File: src/rtl/keypad_scan_ctrl_pkg.sv
// Shared definitions for the keypad scanner: register map, bit positions,
// scan FSM encoding and the row/column to keycode table.
package keypad_scan_ctrl_pkg;

    // Register addresses
    localparam logic [1:0] ADDR_DATA   = 2'd0;
    localparam logic [1:0] ADDR_STATUS = 2'd1;
    localparam logic [1:0] ADDR_CTRL   = 2'd2;
    localparam logic [1:0] ADDR_RSVD   = 2'd3;

    // STATUS bit positions
    localparam int ST_EMPTY_BIT = 0;
    localparam int ST_FULL_BIT  = 1;
    localparam int ST_OVF_BIT   = 2;
    localparam int ST_CNT_LSB   = 3;

    // CTRL bit positions
    localparam int CTRL_SCAN_EN_BIT = 0;
    localparam int CTRL_IRQ_EN_BIT  = 1;
    localparam int CTRL_CLR_OVF_BIT = 2;
    localparam int CTRL_FLUSH_BIT   = 3;

    typedef enum logic [1:0] {
        ST_IDLE   = 2'd0,
        ST_DRIVE  = 2'd1,
        ST_SAMPLE = 2'd2,
        ST_FRAME  = 2'd3
    } scan_state_t;

    // Entry i = row*4 + col holds the keycode; entry 0 sits in bits [3:0].
    localparam logic [63:0] KEYMAP = 64'hDEF0_C987_B654_A321;

    function automatic logic [3:0] keycode(input logic [3:0] idx);
        return KEYMAP[{idx, 2'b00} +: 4];
    endfunction

endpackage

File: src/rtl/keypad_scan_ctrl_if.sv
// Host register bus of the keypad scanner. Handshake: a read is a single
// cycle with re=1; data_out is valid combinationally in that cycle and a DATA
// read pops on the closing edge. A write is a single cycle with we=1, taken on
// the closing edge. No back-pressure exists; the slave is always ready.
interface keypad_scan_ctrl_if;
    import keypad_scan_ctrl_pkg::*;

    logic [1:0]  addr;
    logic [7:0]  data_in;
    logic        we;
    logic        re;
    logic [7:0]  data_out;
    logic        irq;
    scan_state_t dbg_state;

    modport master (output addr, data_in, we, re, input data_out, irq, dbg_state);
    modport slave  (input addr, data_in, we, re, output data_out, irq, dbg_state);

endinterface

File: src/rtl/keypad_fifo.sv
// Keycode queue: power-of-two depth, flush beats push/pop, a push while full
// only succeeds when a pop happens on the same edge.
module keypad_fifo #(
    parameter int DEPTH = 4,
    parameter int WIDTH = 4
) (
    input  logic                   clk,
    input  logic                   reset,
    input  logic                   i_push,
    input  logic [WIDTH-1:0]       i_din,
    input  logic                   i_pop,
    input  logic                   i_flush,
    output logic [WIDTH-1:0]       o_dout,
    output logic [$clog2(DEPTH):0] o_count,
    output logic                   o_full,
    output logic                   o_empty
);
    localparam int AW = $clog2(DEPTH);

    logic [WIDTH-1:0] r_mem [DEPTH];
    logic [AW-1:0]    r_wptr;
    logic [AW-1:0]    r_rptr;
    logic [AW:0]      r_count;
    logic             w_do_pop;
    logic             w_do_push;

    assign o_empty   = (r_count == '0);
    assign o_full    = (r_count == (AW+1)'(DEPTH));
    assign o_count   = r_count;
    assign o_dout    = r_mem[r_rptr];
    assign w_do_pop  = i_pop && !o_empty;
    assign w_do_push = i_push && (!o_full || w_do_pop);

    // Pointer and occupancy bookkeeping; pointers wrap naturally at DEPTH.
    always_ff @(posedge clk or posedge reset) begin
        if (reset) begin
            r_wptr  <= '0;
            r_rptr  <= '0;
            r_count <= '0;
        end else if (i_flush) begin
            r_wptr  <= '0;
            r_rptr  <= '0;
            r_count <= '0;
        end else begin
            if (w_do_push) r_wptr <= r_wptr + 1'b1;
            if (w_do_pop)  r_rptr <= r_rptr + 1'b1;
            if (w_do_push && !w_do_pop)      r_count <= r_count + 1'b1;
            else if (w_do_pop && !w_do_push) r_count <= r_count - 1'b1;
        end
    end

    // Storage write; contents need no reset since occupancy gates reads.
    always_ff @(posedge clk) begin
        if (w_do_push && !i_flush) r_mem[r_wptr] <= i_din;
    end

endmodule

File: src/rtl/keypad_scan_ctrl.sv
// 4x4 keypad scanner: drives one column low at a time, samples the synced
// rows, debounces whole frames and queues accepted keycodes for the host.
module keypad_scan_ctrl
    import keypad_scan_ctrl_pkg::*;
#(
    parameter int SCAN_DIV        = 100000,
    parameter int DEBOUNCE_FRAMES = 4,
    parameter int FIFO_DEPTH      = 4
) (
    input  logic               clk,
    input  logic               reset,
    input  logic [3:0]         row,
    output logic [3:0]         col,
    keypad_scan_ctrl_if.slave  bus
);
    localparam int CW = $clog2(FIFO_DEPTH);
    localparam int DW = $clog2(SCAN_DIV + 1);
    localparam int BW = $clog2(DEBOUNCE_FRAMES + 1);
    localparam logic [DW-1:0] DIV_LAST = DW'(SCAN_DIV - 1);
    localparam logic [BW-1:0] DEB_MAX  = BW'(DEBOUNCE_FRAMES);

    scan_state_t r_state;
    logic [3:0]  r_row_s1, r_row_s2, r_col;
    logic [1:0]  r_col_idx;
    logic [DW-1:0] r_div;
    logic [15:0] r_frame;
    logic        r_prev_valid, r_acc_valid;
    logic [3:0]  r_prev_key, r_acc_key;
    logic [BW-1:0] r_stable;
    logic        r_scan_en, r_irq_en, r_ovf, r_irq;

    logic        w_wr_ctrl, w_flush, w_clr_ovf, w_pop, w_push;
    logic        w_cand_valid, w_same;
    logic [3:0]  w_cand_key, w_dout;
    logic [4:0]  w_nclosed;
    logic [BW-1:0] w_cnt_next;
    logic [CW:0] w_count;
    logic [2:0]  w_cnt_sat;
    logic        w_full, w_empty, w_unused;
    logic [7:0]  w_rd;

    assign w_wr_ctrl = bus.we && (bus.addr == ADDR_CTRL);
    assign w_flush   = w_wr_ctrl && bus.data_in[CTRL_FLUSH_BIT];
    assign w_clr_ovf = w_wr_ctrl && bus.data_in[CTRL_CLR_OVF_BIT];
    assign w_pop     = bus.re && (bus.addr == ADDR_DATA) && !w_empty;
    assign w_unused  = &{1'b0, bus.data_in[7:4]};

    // Two-flop synchronizer on the asynchronous row inputs (idle = released).
    always_ff @(posedge clk or posedge reset) begin
        if (reset) begin
            r_row_s1 <= 4'hF;
            r_row_s2 <= 4'hF;
        end else begin
            r_row_s1 <= row;
            r_row_s2 <= r_row_s1;
        end
    end

    // Frame decode: a candidate exists only when exactly one switch is closed.
    always_comb begin
        w_nclosed  = 5'd0;
        w_cand_key = 4'h0;
        for (int i = 0; i < 16; i++) begin
            if (r_frame[i]) begin
                w_nclosed  = w_nclosed + 5'd1;
                w_cand_key = keycode(4'(i));
            end
        end
        w_cand_valid = (w_nclosed == 5'd1);
        w_same       = (w_cand_valid == r_prev_valid) &&
                       (!w_cand_valid || (w_cand_key == r_prev_key));
        w_cnt_next   = !w_same ? BW'(1) : ((r_stable == DEB_MAX) ? DEB_MAX : r_stable + 1'b1);
        w_push       = (r_state == ST_FRAME) && r_scan_en && (w_cnt_next == DEB_MAX) &&
                       w_cand_valid && (!r_acc_valid || (r_acc_key != w_cand_key));
    end

    // Scan FSM with column drive, frame capture and debounce state.
    always_ff @(posedge clk or posedge reset) begin
        if (reset) begin
            r_state      <= ST_IDLE;
            r_col        <= 4'hF;
            r_col_idx    <= 2'd0;
            r_div        <= '0;
            r_frame      <= 16'h0000;
            r_prev_valid <= 1'b0;
            r_prev_key   <= 4'h0;
            r_stable     <= '0;
            r_acc_valid  <= 1'b0;
            r_acc_key    <= 4'h0;
        end else if ((r_state != ST_IDLE) && !r_scan_en) begin
            r_state      <= ST_IDLE;
            r_col        <= 4'hF;
            r_prev_valid <= 1'b0;
            r_stable     <= '0;
            r_acc_valid  <= 1'b0;
        end else begin
            case (r_state)
                ST_IDLE: begin
                    r_col <= 4'hF;
                    if (r_scan_en) begin
                        r_state   <= ST_DRIVE;
                        r_col_idx <= 2'd0;
                        r_div     <= '0;
                        r_col     <= 4'b1110;
                    end
                end
                ST_DRIVE: begin
                    if (r_div == DIV_LAST) r_state <= ST_SAMPLE;
                    else                   r_div   <= r_div + 1'b1;
                end
                ST_SAMPLE: begin
                    for (int r = 0; r < 4; r++) r_frame[{2'(r), r_col_idx}] <= ~r_row_s2[r];
                    if (r_col_idx != 2'd3) begin
                        r_col_idx <= r_col_idx + 2'd1;
                        r_col     <= ~(4'b0001 << (r_col_idx + 2'd1));
                        r_div     <= '0;
                        r_state   <= ST_DRIVE;
                    end else begin
                        r_state <= ST_FRAME;
                    end
                end
                ST_FRAME: begin
                    r_prev_valid <= w_cand_valid;
                    r_prev_key   <= w_cand_key;
                    r_stable     <= w_cnt_next;
                    if (w_cnt_next == DEB_MAX) begin
                        r_acc_valid <= w_cand_valid;
                        r_acc_key   <= w_cand_key;
                    end
                    r_col_idx <= 2'd0;
                    r_col     <= 4'b1110;
                    r_div     <= '0;
                    r_state   <= ST_DRIVE;
                end
                default: r_state <= ST_IDLE;
            endcase
        end
    end

    // Control register, sticky overflow and registered interrupt.
    always_ff @(posedge clk or posedge reset) begin
        if (reset) begin
            r_scan_en <= 1'b0;
            r_irq_en  <= 1'b0;
            r_ovf     <= 1'b0;
            r_irq     <= 1'b0;
        end else begin
            if (w_wr_ctrl) begin
                r_scan_en <= bus.data_in[CTRL_SCAN_EN_BIT];
                r_irq_en  <= bus.data_in[CTRL_IRQ_EN_BIT];
            end
            if (w_clr_ovf)                                    r_ovf <= 1'b0;
            else if (w_push && w_full && !w_pop && !w_flush)  r_ovf <= 1'b1;
            r_irq <= r_irq_en && !w_empty;
        end
    end

    keypad_fifo #(.DEPTH(FIFO_DEPTH), .WIDTH(4)) u_fifo (
        .clk     (clk),
        .reset   (reset),
        .i_push  (w_push),
        .i_din   (w_cand_key),
        .i_pop   (w_pop),
        .i_flush (w_flush),
        .o_dout  (w_dout),
        .o_count (w_count),
        .o_full  (w_full),
        .o_empty (w_empty)
    );

    assign w_cnt_sat = (int'(w_count) > 7) ? 3'd7 : 3'(w_count);

    // Combinational read mux, quiet (0x00) whenever re is low.
    always_comb begin
        w_rd = 8'h00;
        if (bus.re) begin
            case (bus.addr)
                ADDR_DATA:   w_rd = w_empty ? 8'h00 : {1'b1, 3'b000, w_dout};
                ADDR_STATUS: w_rd = {2'b00, w_cnt_sat, r_ovf, w_full, w_empty};
                ADDR_CTRL:   w_rd = {6'b000000, r_irq_en, r_scan_en};
                default:     w_rd = 8'h00;
            endcase
        end
    end

    assign col           = r_col;
    assign bus.data_out  = w_rd;
    assign bus.irq       = r_irq;
    assign bus.dbg_state = r_state;

endmodule
File: src/flat_wrapper.sv
// flat-port wrapper written by rule: the top's interface ports become plain ports
module keypad_scan_ctrl_flat import keypad_scan_ctrl_pkg::*;
#(
    parameter int SCAN_DIV        = 100000,
    parameter int DEBOUNCE_FRAMES = 4,
    parameter int FIFO_DEPTH      = 4
)
  (clk, reset, row, col, bus_addr, bus_data_in, bus_we, bus_re, bus_data_out, bus_irq, bus_dbg_state);
  keypad_scan_ctrl_if bus_i ();
  input  logic clk;
  input  logic reset;
  input  logic [3:0] row;
  output logic [3:0] col;
  input wire logic [$bits(bus_i.addr)-1:0] bus_addr;
  input wire logic [$bits(bus_i.data_in)-1:0] bus_data_in;
  input wire logic [$bits(bus_i.we)-1:0] bus_we;
  input wire logic [$bits(bus_i.re)-1:0] bus_re;
  output wire logic [$bits(bus_i.data_out)-1:0] bus_data_out;
  output wire logic [$bits(bus_i.irq)-1:0] bus_irq;
  output wire logic [$bits(bus_i.dbg_state)-1:0] bus_dbg_state;
  assign bus_i.addr = bus_addr;
  assign bus_i.data_in = bus_data_in;
  assign bus_i.we = bus_we;
  assign bus_i.re = bus_re;
  assign bus_data_out = bus_i.data_out;
  assign bus_irq = bus_i.irq;
  assign bus_dbg_state = bus_i.dbg_state;
  keypad_scan_ctrl #(.SCAN_DIV(SCAN_DIV), .DEBOUNCE_FRAMES(DEBOUNCE_FRAMES), .FIFO_DEPTH(FIFO_DEPTH)) u_core (.clk(clk), .reset(reset), .row(row), .col(col), .bus(bus_i));
endmodule
File: config.mk
export PLATFORM = sky130hd
export DESIGN_NAME = keypad_scan_ctrl_flat
export DESIGN_NICKNAME = d
export VERILOG_FILES = /design/src/rtl/keypad_scan_ctrl_pkg.sv /design/src/rtl/keypad_scan_ctrl_if.sv /design/src/rtl/keypad_fifo.sv /design/src/rtl/keypad_scan_ctrl.sv /design/src/flat_wrapper.sv
export SDC_FILE = /design/constraint.sdc
export NUM_CORES = 1
export LEC_CHECK = 0
export CAP_MARGIN = 30
export CORE_MARGIN = 1.5
export CORE_UTILIZATION = 49
export CTS_CLUSTER_DIAMETER = 150
export DETAILED_ROUTE_END_ITERATION = 8
export PLACE_DENSITY = 0.67
export SLEW_MARGIN = 20
export SYNTH_ARGS = -nofsm -noshare
export SYNTH_HDL_FRONTEND = slang
export SYNTH_HIERARCHICAL = 1
export SYNTH_SLANG_ARGS = --single-unit
File: constraint.sdc
create_clock -name clk -period 16.5 [get_ports clk]
set_input_delay 1.65 -clock clk [delete_from_list [all_inputs] [get_ports clk]]
set_output_delay 1.65 -clock clk [all_outputs]
set_load 0.1 [all_outputs]
* Word level (Yosys, flattened, before mapping)
Memories as Yosys holds them, arrays and structs flattened. Index checks and enable logic that the tools add are counted.
Word-level totals: input port bits 18, bits in writable memories 16, memories 1, word-level logic and storage cells 216, register bits after elaboration 73
Memory list:
- u_core.u_fifo.r_mem | words 4, width 4, read ports 1, clocked after Yosys merged registers in 0, write ports 1, RTL line keypad_fifo.sv:20 | logic [WIDTH-1:0] r_mem [DEPTH];
Operators by class: reductions and logical operators 56, bitwise gates (word level) 6, add/subtract/negate cells 22, multiplexer cells 83, $lt $le $gt $ge 8, equality and inequality tests 20, shift-type cells 1
Operators with widths (number):
- 5-bit 2-to-1 mux | 15
- 5-bit by 1-bit adder with 5-bit output, second input constant | 14
- 17-bit case mux with 4 select lines | 1
- 16-bit bitwise mux | 4
- 4-bit 2-to-1 mux | 15
- 17-bit 2-to-1 mux | 3
- 1-bit logical AND | 24
- 2-bit 2-to-1 mux | 12
- 8-bit case mux with 3 select lines | 1
- 3-bit 2-to-1 mux | 7
- 17-bit by 1-bit adder with 17-bit output, second input constant | 1
- 17-bit == test, second input constant | 1
- 1-bit 2-to-1 mux | 16
- 8-bit 2-to-1 mux | 2
- 4-bit case mux with 3 select lines | 1
- 2-bit nonzero test | 6
- 4-bit by 5-bit less-than comparator with 1-bit output, second input constant | 2
- 2-bit AND reduction | 5
- 3-bit == test, second input constant | 3
- 1-bit zero test | 9
- 3-bit by 1-bit inequality test with 1-bit output, second input constant | 3
- 1-bit demux with 2-bit select | 4
- 4-bit by 1-bit >= comparator with 1-bit output, second input constant | 2
- 2-bit case mux with 4 select lines | 1
- 27 further kinds | 44

* Logic depth before layout (Yosys ltp)
depth after elaboration 46, gate-level depth with buffers 58, depth with buffers taken out 57

* By module
Netlist, hierarchy kept.
By module, submodules not included:
- keypad_scan_ctrl | cells an instance 548, times used 1, area each 4798.4 um2
- keypad_fifo | cells an instance 85, times used 1, area each 1162.4 um2

* Worst setup path after synthesis
OpenSTA, ideal clock, no wires.
path type reg2reg, start point reg u_core.r_frame[0], end point mem u_core.u_fifo.r_mem[0][0], enable pin, cell stages (with the launch flop) 54, setup time 0.367 ns, arrival 9.532 ns, buffers on the path 1, setup slack 6.601 ns, path through dfrtp_1 -> ha_1 -> or2_2 -> nand2_1 -> inv_1 -> ha_1 -> nand2_1 -> o21ai_0 -> ha_1 -> inv_1 -> a21oi_1 -> ha_1 -> a32oi_1 -> nand2_1 -> ha_1 -> nand2b_1 -> inv_1 -> a31oi_1 -> (+18 left out) -> mux2_2 -> ha_1 -> nand2_1 -> nand2_1 -> a21oi_1 -> inv_1 -> ha_1 -> nand2_1 -> o21ai_0 -> ha_1 -> nand2b_1 -> maj3_1 -> a211o_1 -> a21oi_1 -> nor2b_1 -> buf_2 -> o21ai_0 -> nor3b_1
On the way: longest elaborated chain between the ends 44, elaborated cells on any way between the ends 64
RTL lines:
- from (decl) | RTL line keypad_scan_ctrl.sv:26 | logic [15:0] r_frame;
- from (signal assigned) | RTL line keypad_scan_ctrl.sv:84 | r_frame <= 16'h0000;
- 1-bit 2-to-1 mux | RTL line keypad_scan_ctrl.sv:64 | if (r_frame[i]) begin
- 1-bit by 1-bit adder with 2-bit output | RTL line keypad_scan_ctrl.sv:65 | w_nclosed = w_nclosed + 5'd1;
- 5-bit 2-to-1 mux | RTL line keypad_scan_ctrl.sv:64
- 5-bit by 1-bit adder with 5-bit output | RTL line keypad_scan_ctrl.sv:65
- 5-bit 2-to-1 mux | RTL line keypad_scan_ctrl.sv:64
- 5-bit by 1-bit adder with 5-bit output | RTL line keypad_scan_ctrl.sv:65
- 5-bit 2-to-1 mux | RTL line keypad_scan_ctrl.sv:64
- 5-bit by 1-bit adder with 5-bit output | RTL line keypad_scan_ctrl.sv:65
- (+28 left out)
- 3-bit == test | RTL line keypad_scan_ctrl.sv:73 | w_push = (r_state == ST_FRAME) && r_scan_en && (w_cnt_next == DEB_MAX) &&
- 1-bit logical AND (2 in series) | RTL line keypad_scan_ctrl.sv:73
- 1-bit logical AND * | RTL line keypad_scan_ctrl.sv:74 | w_cand_valid && (!r_acc_valid || (r_acc_key != w_cand_key));
- net u_core.w_push | RTL line keypad_scan_ctrl.sv:32 | logic w_wr_ctrl, w_flush, w_clr_ovf, w_pop, w_push;
- 1-bit logical AND * | RTL line keypad_fifo.sv:32 | assign w_do_push = i_push && (!o_full || w_do_pop);
- 1-bit logical AND * | RTL line keypad_fifo.sv:54 | if (w_do_push && !i_flush) r_mem[r_wptr] <= i_din;
- 1-bit 2-to-1 mux * | RTL line keypad_fifo.sv:54
- 1-bit 2-to-1 mux (not written as such) * | RTL line keypad_fifo.sv:54
- to (decl) | RTL line keypad_fifo.sv:20
The timed path passes the listed nets; every way through them passes the cells marked *.

* Final worst setup path
Ends and elaborated chain as after synthesis.

==> impl_metrics.py <==
metrics = {
    "run_status": {
        "outcome": "completed",
    },
    "yosys": {
        "synthSimpleGateAreaFrac_pct": 19.12,
        "synth_top_family_by_area": "simple AND/OR/NAND/NOR gates",
        "synthMuxAreaShare_pct": 5.206,
        "ys_seq_elements": 89,
        "seq_area_frac_synth_pct": 38.96,
        "synth_edf_count": 16,
        "ys_async_sr_fraction_pct": 82.02,
        "yosysTopAreaCellShare_pct": 25.61,
        "synthXorXnorAreaFrac_pct": 11.44,
        "post-synth-top-area-cell": "dfrtp_1",
        "synth_flop_cell": "dfrtp_1",
        "synth-adder-area-share_pct": 7.221,
        "synth_area_per_cell_um2": 9.417,
        "synthTopCellsByArea": "dfrtp_1 26%, edfxtp_1 8.1%, ha_1 6.7%",
        "synth_compound_gate_area_share_pct": 13.39,
        "synth_area_um2": 5961,
        "yosysWarnings": 6,
        "syn_nets": 684,
        "ys_types": 78,
        "synth_cells": 633,
    },
    "grt": {
        "grtUsageTotal_pct": 19.37,
        "grt_pass1_wl_um": 20370,
        "grt_start_max_net_pins": 67,
        "grt_pass1_vias": 4418,
        "antenna_found_initial": 0,
        "grt_overflow_total": 0,
    },
    "floorplanning": {
        "initial_core_util_pct": 49.83,
        "core_area_um2": 11960,
        "dieArea_um2": 12840,
        "die_w_um": 113.3,
        "ios": 33,
        "die_y_um": 113.3,
        "rows": 40,
    },
    "drt": {
        "via_per_inst": 5.639,
        "drc": 0,
        "drt_pass1_iterations": 4,
        "drtIter0Drc": 248,
        "drt-total-wl_um": 11600,
        "route.detailed.wl_per_inst_um": 14.55,
        "ant_nets": 0,
        "num_vias": 4494,
    },
    "cts": {
        "clkLatencyLatePin_ps": 340,
        "cts_buffers": 9,
        "cts_setup_buffers": 0,
        "cts.clk_slew.worst_paths_ps": 60,
        "clock-sinks": 89,
        "cts_tree": "built",
        "cts_buffer_depth": 2,
        "cts-root-buf": "clkbuf_16",
        "cts_resized": 0,
        "h-tree-depth": 3,
        "ctsHoldBuffers": 0,
    },
    "setup_path": {
        "startpoint": "u_core/r_frame[0]",
        "cp_max_fo": 9,
        "startpoint_type": "flip-flop",
        "cpMaxStageDelayCell": "nor3b_1",
        "required_ps": 16470,
        "slowest_delay_ps": 670,
        "rrSetupSlack_ps": 4930,
        "arrival_ps": 11550,
        "cpMostUsedCell": "ha_1",
        "critical_path_class": "reg -> reg",
        "regToRegStartpoint": "u_core/r_frame[0]",
        "cp-end-kind": "flip-flop",
    },
    "power_and_ir_drop": {
        "power_density_nw_per_um2": 193.8,
        "power.leakage_nw": 2.739,
        "peakVddDrop_mv": 0.08478,
        "p_total_mw": 1.275,
    },
    "sta": {
        "hold_slack_ps": 357.0,
        "finalCritPeriodShare_pct": 70.15,
        "tightest_slew_ps": 997.7,
        "slew_viol_final": 0,
        "finClkSkew_ps": 3.970,
        "rsz0062_at_grt": "no",
        "setup_viol": 0,
        "fmax_ghz": 0.08640,
        "hold_viol": 0,
        "slew_headroom_pct": 33.28,
        "min_period_ps": 11570,
        "fin_tns_setup_ps": 0,
    },
    "cells_and_area": {
        "drive_above_1_share_pct": 9.385,
        "design_area_um2": 6575,
        "seq_area_um2": 2322,
        "antenna_cells": 0,
        "multiInputGateArea_um2": 3367,
        "area_growth_pct": 10.31,
        "nNetsFinal": 696,
        "final-instance-count-excl-fill": 797,
        "fillCellCount": 1060,
    },
    "placed_design": {
        "dp_hpwl_um": 8528,
        "gp_congestion": 0.8132,
        "dpl_cell_area_um2": 6286,
        "io_buffers": 27,
        "dp.cells": 780,
    },
    "worst_hold_path": {
        "hp-class": "reg -> reg",
        "min_from": "u_core/r_row_s1[3]",
    },
    "flow_run": {
        "cap_violations": 0,
    },
}
[flip-flops by register name, indices dropped and copies added, names as in the netlist, 2 cells and up]
signal / flops
u_core/r_frame: 16
u_core/r_prev_key: 4
u_core/r_stable: 3
u_core/r_acc_key: 4
u_core/r_col_idx: 2
u_core/u_fifo/r_wptr: 2
u_core/r_row_s1: 4
u_core/col: 4
u_core/u_fifo/r_mem: 16
u_core/r_row_s2: 4
u_core/bus.dbg_state: 2
u_core/r_div: 17
u_core/u_fifo/r_rptr: 2
u_core/u_fifo/o_count: 3
[critical path: cells and delay by family (launching register included)]
kind	cells	cell delay [ps]
fa+ha+maj	15	4510
simple gates	15	2570
flops	1	420
compound gates	15	2960
buf+inv	5	390
mux	2	340
[power breakdown]
group | internal, mW | leakage, nW | switching (mW)
Sequential | 0.269 | 1.10 | 0.0561
Clock | 0.105 | 0.141 | 0.0885
Combinational | 0.303 | 1.50 | 0.453
[layout by cell type (no fill, tap or decap), drive strengths merged, types with 4 or more instances in the layout]
| cell | synthesis | routed |
|---|---|---|
| nor3 | 15 | 15 |
| o311ai | 4 | 4 |
| ha | 32 | 32 |
| nand2 | 64 | 64 |
| o21ai | 49 | 49 |
| and3 | 9 | 9 |
| clkbuf | 16 | 10 |
| mux2 | 13 | 13 |
| dfrtp | 61 | 61 |
| o21a | 4 | 4 |
| nand3 | 21 | 21 |
| inv | 36 | 41 |
| a31oi | 6 | 6 |
| clkdlybuf4s50 | 0 | 27 |
| dfstp | 12 | 12 |
| a21oi | 27 | 27 |
| nor3b | 6 | 6 |
| xor2 | 29 | 29 |
| mux2i | 7 | 7 |
| nand4 | 7 | 7 |
| mux4 | 4 | 4 |
| and2 | 4 | 4 |
| edfxtp | 16 | 16 |
| or2 | 4 | 4 |
| xnor2 | 32 | 32 |
| or3 | 6 | 6 |
| o22ai | 4 | 4 |
| nor2b | 9 | 9 |
| nand2b | 12 | 12 |
| xnor3 | 4 | 4 |
| nor2 | 55 | 55 |
| nand3b | 4 | 4 |
[final cells by class]
type                       instances  share of cell area, %
clock buffer                       9                  3.425
clock inverter                     7                 0.8944
inverter                          36                  2.055
multi-input combinational        480                  51.21
sequential                        89                  35.32
tap                              147                  2.797
timing repair buffer              29                  4.301
[per-layer routing]
| layer | GRT usage (%) | share of wire [%] | up-vias |
|---|---|---|---|
| met3 | 3.160 | 2.7 | 11 |
| met1 | 26.30 | 49 | 2176 |
| met4 | 4.833 | 0.96 | 0 |
| met2 | 32.53 | 48 | 60 |
| li1 | - | - | 2247 |
| met5 | 0 | 0 | - |
[stage by stage]
stage | setup slack (ps) | utilization, %
after CTS | 4873 | 54.93
after detailed placement | 4907 | 52.55
final | 4926 | 54.97
after global placement | 5257 | 52.53
after floorplan | 6601 | -
after global routing | 3876 | 54.97
[cells in the mapped netlist, types with 9 or more instances]
library cell,instances
nand2_1,64
dfrtp_1,61
nor2_1,55
o21ai_0,48
inv_1,36
ha_1,32
xnor2_1,30
xor2_1,27
a21oi_1,26
nand3_1,21
edfxtp_1,16
clkbuf_1,15
nor3_1,15
dfstp_2,12
nand2b_1,12
and3_1,9
buf_2,9
nor2b_1,9
[final timing paths]
path                                             end  depth (start not counted)
max                        u_core/u_fifo/r_mem[0][0]                         52
max reg2reg                u_core/u_fifo/r_mem[0][0]                         52
min                               u_core/r_row_s2[3]                          0
min reg2reg                       u_core/r_row_s2[3]                          0
max in group asynchronous           u_core/r_div[10]                          3
min in group asynchronous    u_core/u_fifo/r_wptr[1]                          2
[logic make-up (layout without fill, tap and decap cells)]
group,Yosys count,after routing
buffers and inverters,64,81
multiplexers,24,24
AO/OA/AOI/OAI,126,126
AND/OR/NAND/NOR,229,229
flip-flops,89,89
XOR/XNOR,66,66
adder cells (fa/ha/maj),34,34
other,1,1
(Power assumes the default switching activity.)
